--- src/rtl/ysyx_24100027_ctrl_seq.sv ---
// ysyx_24100027_ctrl_seq: multi-cycle control sequencer for the RV32I core.
// Accepts one instruction per FETCH handshake and walks it through
// DECODE -> EXEC -> (MEM) -> WB, halting on ebreak or an illegal opcode.
module ysyx_24100027_ctrl_seq (
  input  logic        clk,
  input  logic        rst_n,
  input  logic        inst_valid,
  input  logic [31:0] inst,
  output logic        inst_ready,
  output logic [2:0]  extop,
  input  logic        br_taken,
  output logic        mem_req,
  output logic        mem_wen,
  input  logic        mem_ack,
  output logic        reg_wen,
  output logic        pc_wen,
  output logic [1:0]  pc_sel,
  output logic        halt,
  output logic        illegal
);

  typedef enum logic [2:0] {
    S_FETCH  = 3'd0,
    S_DECODE = 3'd1,
    S_EXEC   = 3'd2,
    S_MEM    = 3'd3,
    S_WB     = 3'd4,
    S_HALT   = 3'd5
  } state_t;

  typedef enum logic [3:0] {
    C_LUI    = 4'd0,
    C_AUIPC  = 4'd1,
    C_JAL    = 4'd2,
    C_JALR   = 4'd3,
    C_BRANCH = 4'd4,
    C_LOAD   = 4'd5,
    C_STORE  = 4'd6,
    C_OPIMM  = 4'd7,
    C_OP     = 4'd8,
    C_SYS    = 4'd9
  } cls_t;

  localparam logic [2:0] EXT_I = 3'b000;
  localparam logic [2:0] EXT_U = 3'b001;
  localparam logic [2:0] EXT_S = 3'b010;
  localparam logic [2:0] EXT_B = 3'b011;
  localparam logic [2:0] EXT_J = 3'b100;

  localparam logic [1:0] PC_SEQ  = 2'b00;
  localparam logic [1:0] PC_REL  = 2'b01;
  localparam logic [1:0] PC_JALR = 2'b10;

  localparam logic [31:0] EBREAK = 32'h0010_0073;

  state_t      state;
  cls_t        cls;
  logic [31:0] ir;
  logic        wflag;

  cls_t        dec_cls;
  logic [2:0]  dec_ext;
  logic        dec_mwen;
  logic        dec_ok;
  logic        dec_wflag;

  // Combinational opcode decode of the latched instruction word.
  always_comb begin
    dec_cls  = C_OP;
    dec_ext  = EXT_I;
    dec_mwen = 1'b0;
    dec_ok   = 1'b1;
    case (ir[6:0])
      7'b0110111: begin dec_cls = C_LUI;    dec_ext = EXT_U; end
      7'b0010111: begin dec_cls = C_AUIPC;  dec_ext = EXT_U; end
      7'b1101111: begin dec_cls = C_JAL;    dec_ext = EXT_J; end
      7'b1100111: begin dec_cls = C_JALR;   dec_ext = EXT_I; end
      7'b1100011: begin dec_cls = C_BRANCH; dec_ext = EXT_B; end
      7'b0000011: begin dec_cls = C_LOAD;   dec_ext = EXT_I; end
      7'b0100011: begin dec_cls = C_STORE;  dec_ext = EXT_S; dec_mwen = 1'b1; end
      7'b0010011: begin dec_cls = C_OPIMM;  dec_ext = EXT_I; end
      7'b0110011: begin dec_cls = C_OP;     dec_ext = EXT_I; end
      7'b1110011: begin dec_cls = C_SYS;    dec_ok  = (ir == EBREAK); end
      default:    dec_ok = 1'b0;
    endcase
    dec_wflag = (dec_cls != C_BRANCH) && (dec_cls != C_STORE) && (dec_cls != C_SYS);
  end

  // Sequencer: state, decoded registers and registered Moore strobes.
  // Strobes are loaded with the value for the state being entered so they
  // line up with the state register without extra output decode.
  always_ff @(posedge clk) begin
    if (!rst_n) begin
      state      <= S_FETCH;
      ir         <= '0;
      cls        <= C_OP;
      wflag      <= 1'b0;
      extop      <= '0;
      pc_sel     <= '0;
      mem_wen    <= 1'b0;
      halt       <= 1'b0;
      illegal    <= 1'b0;
      inst_ready <= 1'b1;
      mem_req    <= 1'b0;
      reg_wen    <= 1'b0;
      pc_wen     <= 1'b0;
    end else begin
      case (state)
        S_FETCH: begin
          if (inst_valid) begin
            ir         <= inst;
            inst_ready <= 1'b0;
            state      <= S_DECODE;
          end
        end
        S_DECODE: begin
          if (dec_ok) begin
            cls     <= dec_cls;
            extop   <= dec_ext;
            mem_wen <= dec_mwen;
            wflag   <= dec_wflag;
            state   <= S_EXEC;
          end else begin
            illegal <= 1'b1;
            halt    <= 1'b1;
            state   <= S_HALT;
          end
        end
        S_EXEC: begin
          case (cls)
            C_JAL:    pc_sel <= PC_REL;
            C_BRANCH: pc_sel <= br_taken ? PC_REL : PC_SEQ;
            C_JALR:   pc_sel <= PC_JALR;
            default:  pc_sel <= PC_SEQ;
          endcase
          if (cls == C_LOAD || cls == C_STORE) begin
            mem_req <= 1'b1;
            state   <= S_MEM;
          end else if (cls == C_SYS) begin
            halt  <= 1'b1;
            state <= S_HALT;
          end else begin
            pc_wen  <= 1'b1;
            reg_wen <= wflag;
            state   <= S_WB;
          end
        end
        S_MEM: begin
          if (mem_ack) begin
            mem_req <= 1'b0;
            pc_wen  <= 1'b1;
            reg_wen <= wflag;
            state   <= S_WB;
          end
        end
        S_WB: begin
          pc_wen     <= 1'b0;
          reg_wen    <= 1'b0;
          inst_ready <= 1'b1;
          state      <= S_FETCH;
        end
        S_HALT: begin
          state <= S_HALT;
        end
        default: begin
          inst_ready <= 1'b1;
          mem_req    <= 1'b0;
          reg_wen    <= 1'b0;
          pc_wen     <= 1'b0;
          state      <= S_FETCH;
        end
      endcase
    end
  end

endmodule

--- config.mk ---
export PLATFORM = sky130hd
export DESIGN_NAME = ysyx_24100027_ctrl_seq
export DESIGN_NICKNAME = d
export VERILOG_FILES = /design/src/rtl/ysyx_24100027_ctrl_seq.sv
export SDC_FILE = /design/constraint.sdc
export NUM_CORES = 1
export LEC_CHECK = 0
export CORE_AREA = 3 3 88 90
export DETAILED_ROUTE_END_ITERATION = 8
export DIE_AREA = 0 0 91 93
export PLACE_DENSITY_LB_ADDON = 0.2
export SLEW_MARGIN = 40
export SYNTH_ARGS = -nofsm -noshare
export SYNTH_HDL_FRONTEND = slang
export SYNTH_SLANG_ARGS = --single-unit
--- constraint.sdc ---
create_clock -name clk -period 2.64 [get_ports clk]
set_clock_uncertainty 0.15 [all_clocks]
set_input_delay 0.792 -clock clk [delete_from_list [all_inputs] [get_ports clk]]
set_output_delay 0.792 -clock clk [all_outputs]
set_load 0.02 [all_outputs]
# Word-level counts from Yosys, hierarchy flattened

Cells that the tools add are included.

Bits in registers: 52
Input port bits: 37
Word-level logic and storage cells: 96

Equal/unequal tests: 32
Multiplexer cells: 29
Bitwise logic cells: 4
Reductions and logical operators: 18

Operator list:

| cell                                                  | number |
|---|---|
| case mux 4 bit (9 select lines)                       | 1 |
| == test 32 x 21 -> 1 bit, second input constant       | 1 |
| == test 7 bit, second input constant                  | 4 |
| == test 7 x 6 -> 1 bit, second input constant         | 3 |
| two-way mux 1 bit                                     | 15 |
| case mux 3 bit (5 select lines)                       | 1 |
| == test 7 x 5 -> 1 bit, second input constant         | 2 |
| inequality test 2 bit, second input constant          | 7 |
| == test 4 x 3 -> 1 bit, second input constant         | 3 |
| two-way mux 3 bit                                     | 4 |
| case mux 3 bit (4 select lines)                       | 1 |
| AND reduction 2 bit                                   | 5 |
| case mux 1 bit (3 select lines)                       | 3 |
| OR reduction 9 bit                                    | 1 |
| == test 4 x 2 -> 1 bit, second input constant         | 2 |
| inequality test 4 x 3 -> 1 bit, second input constant | 2 |
| AND reduction 4 bit                                   | 2 |
| OR reduction 4 bit                                    | 2 |
| == test 7 x 2 -> 1 bit, second input constant         | 1 |
| == test 3 x 2 -> 1 bit, second input constant         | 2 |
| == test 3 bit, second input constant                  | 2 |
| case mux 1 bit (2 select lines)                       | 3 |
| case mux 2 bit (3 select lines)                       | 1 |
| == test 4 bit, second input constant                  | 1 |
| 10 further kinds                                      | 14 |

# Depth between registers and ports, before layout

Depth in word-level cells: 5
Depth in mapped cells: 7
Depth with buffers taken out: 5

# Least setup slack after synthesis

No wires, ideal clock.

Path kind: input to register
Start: input rst_n
End: register cls[2]
Arrival: 1,746 ps
Required time: 2,418 ps
Path slack: 673 ps
Stages on the path: 5
Path buffers: 3
Cells stage by stage: clkbuf_1 -> clkbuf_1 -> clkbuf_1 -> nand3_1 -> mux2i_1

RTL lines:

| item                   | line | source |
|---|---|---|
| start: declaration     | 6    | `input logic rst_n,` |
| end signal: assignment | 118  | `cls <= dec_cls;` |
| end: declaration       | 57   | `cls_t cls;` |

# Worst setup path in the final report

Start: register inst_ready
End: output inst_ready

RTL lines:

| item                     | line | source |
|---|---|---|
| start: declaration       | 9    | `output logic inst_ready,` |
| start signal: assignment | 103  | `inst_ready <= 1'b1;` |
| start signal: assignment | 112  | `inst_ready <= 1'b0;` |
| start signal: assignment | 159  | `inst_ready <= 1'b1;` |

No word-level cell between the ends.

==> key figures <==
Routing
  • Vias per cell: ~4.7
  • Post-Route WL: 5180 µm
  • Initial DRC count: 75
  • Vias: 2084
  • Antenna-violating nets left: 0
  • Residual DRC: 0
  • Detailed Routing Iterations Pass 1: 4
  • WL per Instance: 11.72 µm

STA
  • Crit share post-route: 0.8429
  • FMAX: approximately 0.45 GHz
  • Hold Vio Cnt, Final: 0
  • Final min period: approximately 2200 ps
  • Final-report max-slew violation count: 0
  • Final TNS setup: 0 ps
  • Max-slew headroom: 0.6665
  • Least-Margin Pin Slew: 499.6 ps
  • RSZ-0062 raised after global routing: false
  • Final count of negative-setup-slack endpoints: 0

Critical path
  • Max stage delay on crit path: 610 ps
  • Reg-to-reg endpoint: cls[0]
  • CP Cell Sequence: clkdlybuf4s50_1
  • Setup Crit Path Kind: reg -> out
  • Worst setup SP type: register
  • RR Startpoint: ir[4]
  • Setup crit end kind: output port
  • CP Max Fanout: 3
  • Critical Path Stages: 1
  • Worst setup path endpoint: inst_ready
  • Crit path DAT: 1280 ps
  • R2R Setup Slk: approximately 670 ps
  • Worst endpoint required time: 1700 ps
  • Reg2Reg Depth: 6
  • CP max-delay cell: clkdlybuf4s50_1
  • Crit path max-delay family: buffers and inverters
  • Crit path buf inv count: 1
  • Crit path launch: inst_ready

Synthesis
  • Top_reg_cell synth: dfxtp_1
  • Post-synth top area cell: dfxtp_1
  • Seq/Total Area, Yosys: 0.4217
  • Cells after synthesis: 304
  • Synth cell types: 48
  • Syn Std Cell Area: 0.002469 mm²
  • Avg Synthesized Cell Area: 8.120 µm²
  • Yosys warning count: 0
  • Async SR Flop Fraction: 0
  • Yosys reg bits: between 50 and 60
  • Synth area leaders: dfxtp_1, nand2_1, a21boi_0, mux2i_1, nand3_1
  • EDFF count, synth: 0
  • Net count after synthesis: 341
  • Top-area cell type share of the netlist area: 0.4217

Clock tree
  • Post-CTS Resized: 0
  • Reg clk slew, reported paths: 100 ps
  • TritonCTS Buffers: 5
  • H-tree levels: 2
  • Root Driver: clkbuf_8
  • Sink Count: 52
  • Clock Latency Late Sink: 310 ps
  • TritonCTS clock tree: built
  • Postcts setup bufs: 0
  • Hold Buf Count CTS: 0
  • Clock Path Buffers: 2

Run
  • Count of max-cap constraint violations: 0

Floorplan
  • Initial core utilization: 0.3459
  • Core area: 0.007137 mm²
  • Die ar.: 0.008463 mm²
  • Top Ports: 49
  • Core Rows: 31
  • Die Span X: 91 µm
  • Die span in y: between 90 and 100 µm

Final layout
  • Nets@finish: 379
  • Layout area overhead: 26.96%
  • Most frequent cells in the layout: nand2_1, dfxtp_1, clkdlybuf4s50_1
  • Area of the multi-input gates: 0.001318 mm²
  • # diodes: 0
  • Finished Cell Area: about 0.0031 mm²
  • Final cell count without fillers: 442
  • Share of cells above drive strength 1: 0.06414
  • Fillers: 784
  • Commonest non-fill, non-tap cell in the layout: nand2_1
  • Register Area: between 0.001 and 0.0015 mm²

Global route
  • Pin count of the biggest net entering global routing: 33
  • Initial antenna violation count: 0
  • First-pass GRT wire length: 9190 µm
  • Overall routing resource usage: 0.1310
  • Total gr overflow: 0
  • Number of global-route vias before repair: 2032

Placed design
  • Port-buffer cells: 48
  • Cell area after placement: 0.003023 mm²
  • Gp weighted congestion: around 0.84
  • Placed Cells: 434
  • HPWL after DPL: roughly 3700 µm

Power
  • Leakage: 1.146 nW
  • Power Dens Cells: between 600 and 700 mW/mm²
  • VDD IR max: 0.2216 mV

Run status
  • Outcome: complete, no violations

Worst hold path
  • Hold/Removal Path Class: reg -> reg
## how the worst min path moves through the flow
stage	start	endpoint	slack [ps]	depth (start not counted)
floorplan	ir[18]	ir[18]	280	2
CTS	ir[18]	ir[18]	310	2
finish	ir[18]	ir[18]	310	2
detailed placement	ir[18]	ir[18]	300	2
global route	ir[18]	ir[18]	340	2
global placement	ir[18]	ir[18]	290	2
## metal layers
metal / routed length (µm) / vias to the layer above / global-route usage
met5: 0 / - / 0
met4: 70 / 0 / 0.04020
met3: 189 / 5 / 0.02896
met2: 2343 / 34 / 0.2189
met1: 2576 / 935 / 0.1691
li1: - / 1110 / -
## synth_stat cells, types with 2 or more instances
cell and n:
nand4_1 2, nor3_1 2, a21oi_1 5, nor2_1 12
inv_1 4, nor3b_1 2, o22ai_1 2, buf_2 2
nor2b_1 5, xnor2_1 2, nand3_1 12, nor4_1 5
mux2i_1 12, clkbuf_1 16, a21boi_1 3, buf_4 3
nand2_1 85, a21boi_0 32, or3_1 2, nand2b_1 4
and2_1 2, a211oi_1 2, nand3b_1 2, o21ai_0 11
dfxtp_1 52
## metrics by stage
stage            util  power (W)  setup slack, ps  hold slack, ps
2_1_floorplan       -   0.001407            672.8           284.9
6_report       0.4392   0.002141            414.7           308.7
5_1_grt        0.4392   0.002300            353.0           335.3
3_5_place_dp   0.4236   0.001620            239.0           298.1
4_1_cts        0.4392   0.002172            397.4           312.4
3_3_place_gp   0.4236   0.001611            255.1           294.3
## tightest hold or removal path, cell delays in order (launching register included)
cell,delay [ps]
dfxtp_1,320
nand2_1,50
a21boi_1,50
## power breakdown
part           leakage, nW  switching, W  internal [W]
Clock               0.0558      0.000264      0.000287
Combinational        0.666      0.000294      0.000280
Sequential           0.425      0.000120      0.000896
Total                 1.15      0.000678       0.00146
## registers in the layout (all words and copies together) (netlist names), 2 cells and up
name / flops
extop: 3
ir: 32
pc_sel: 2
cls: 4
state: 3
## kinds of logic (layout without fill, tap and decap cells)
logic type             count (synthesis)  count (layout)  share of synthesized area
AO/OA/AOI/OAI                         65              65                     0.1885
XOR/XNOR                               3               3                    0.01065
buffers and inverters                 26              65                    0.04815
flip-flops                            52              52                     0.4217
multiplexers                          12              12                    0.04866
AND/OR/NAND/NOR                      146             146                     0.2823
## layout make-up
class / instances / share of cell area
multi-input cells: 226 / 0.4204
flip-flops and latches: 52 / 0.3321
repair buffers: 53 / 0.1677
well taps: 99 / 0.03952
clock buffers: 6 / 0.02315
clock inverters: 2 / 0.01238
inverters: 4 / 0.004790
(Power assumes the default switching activity.)
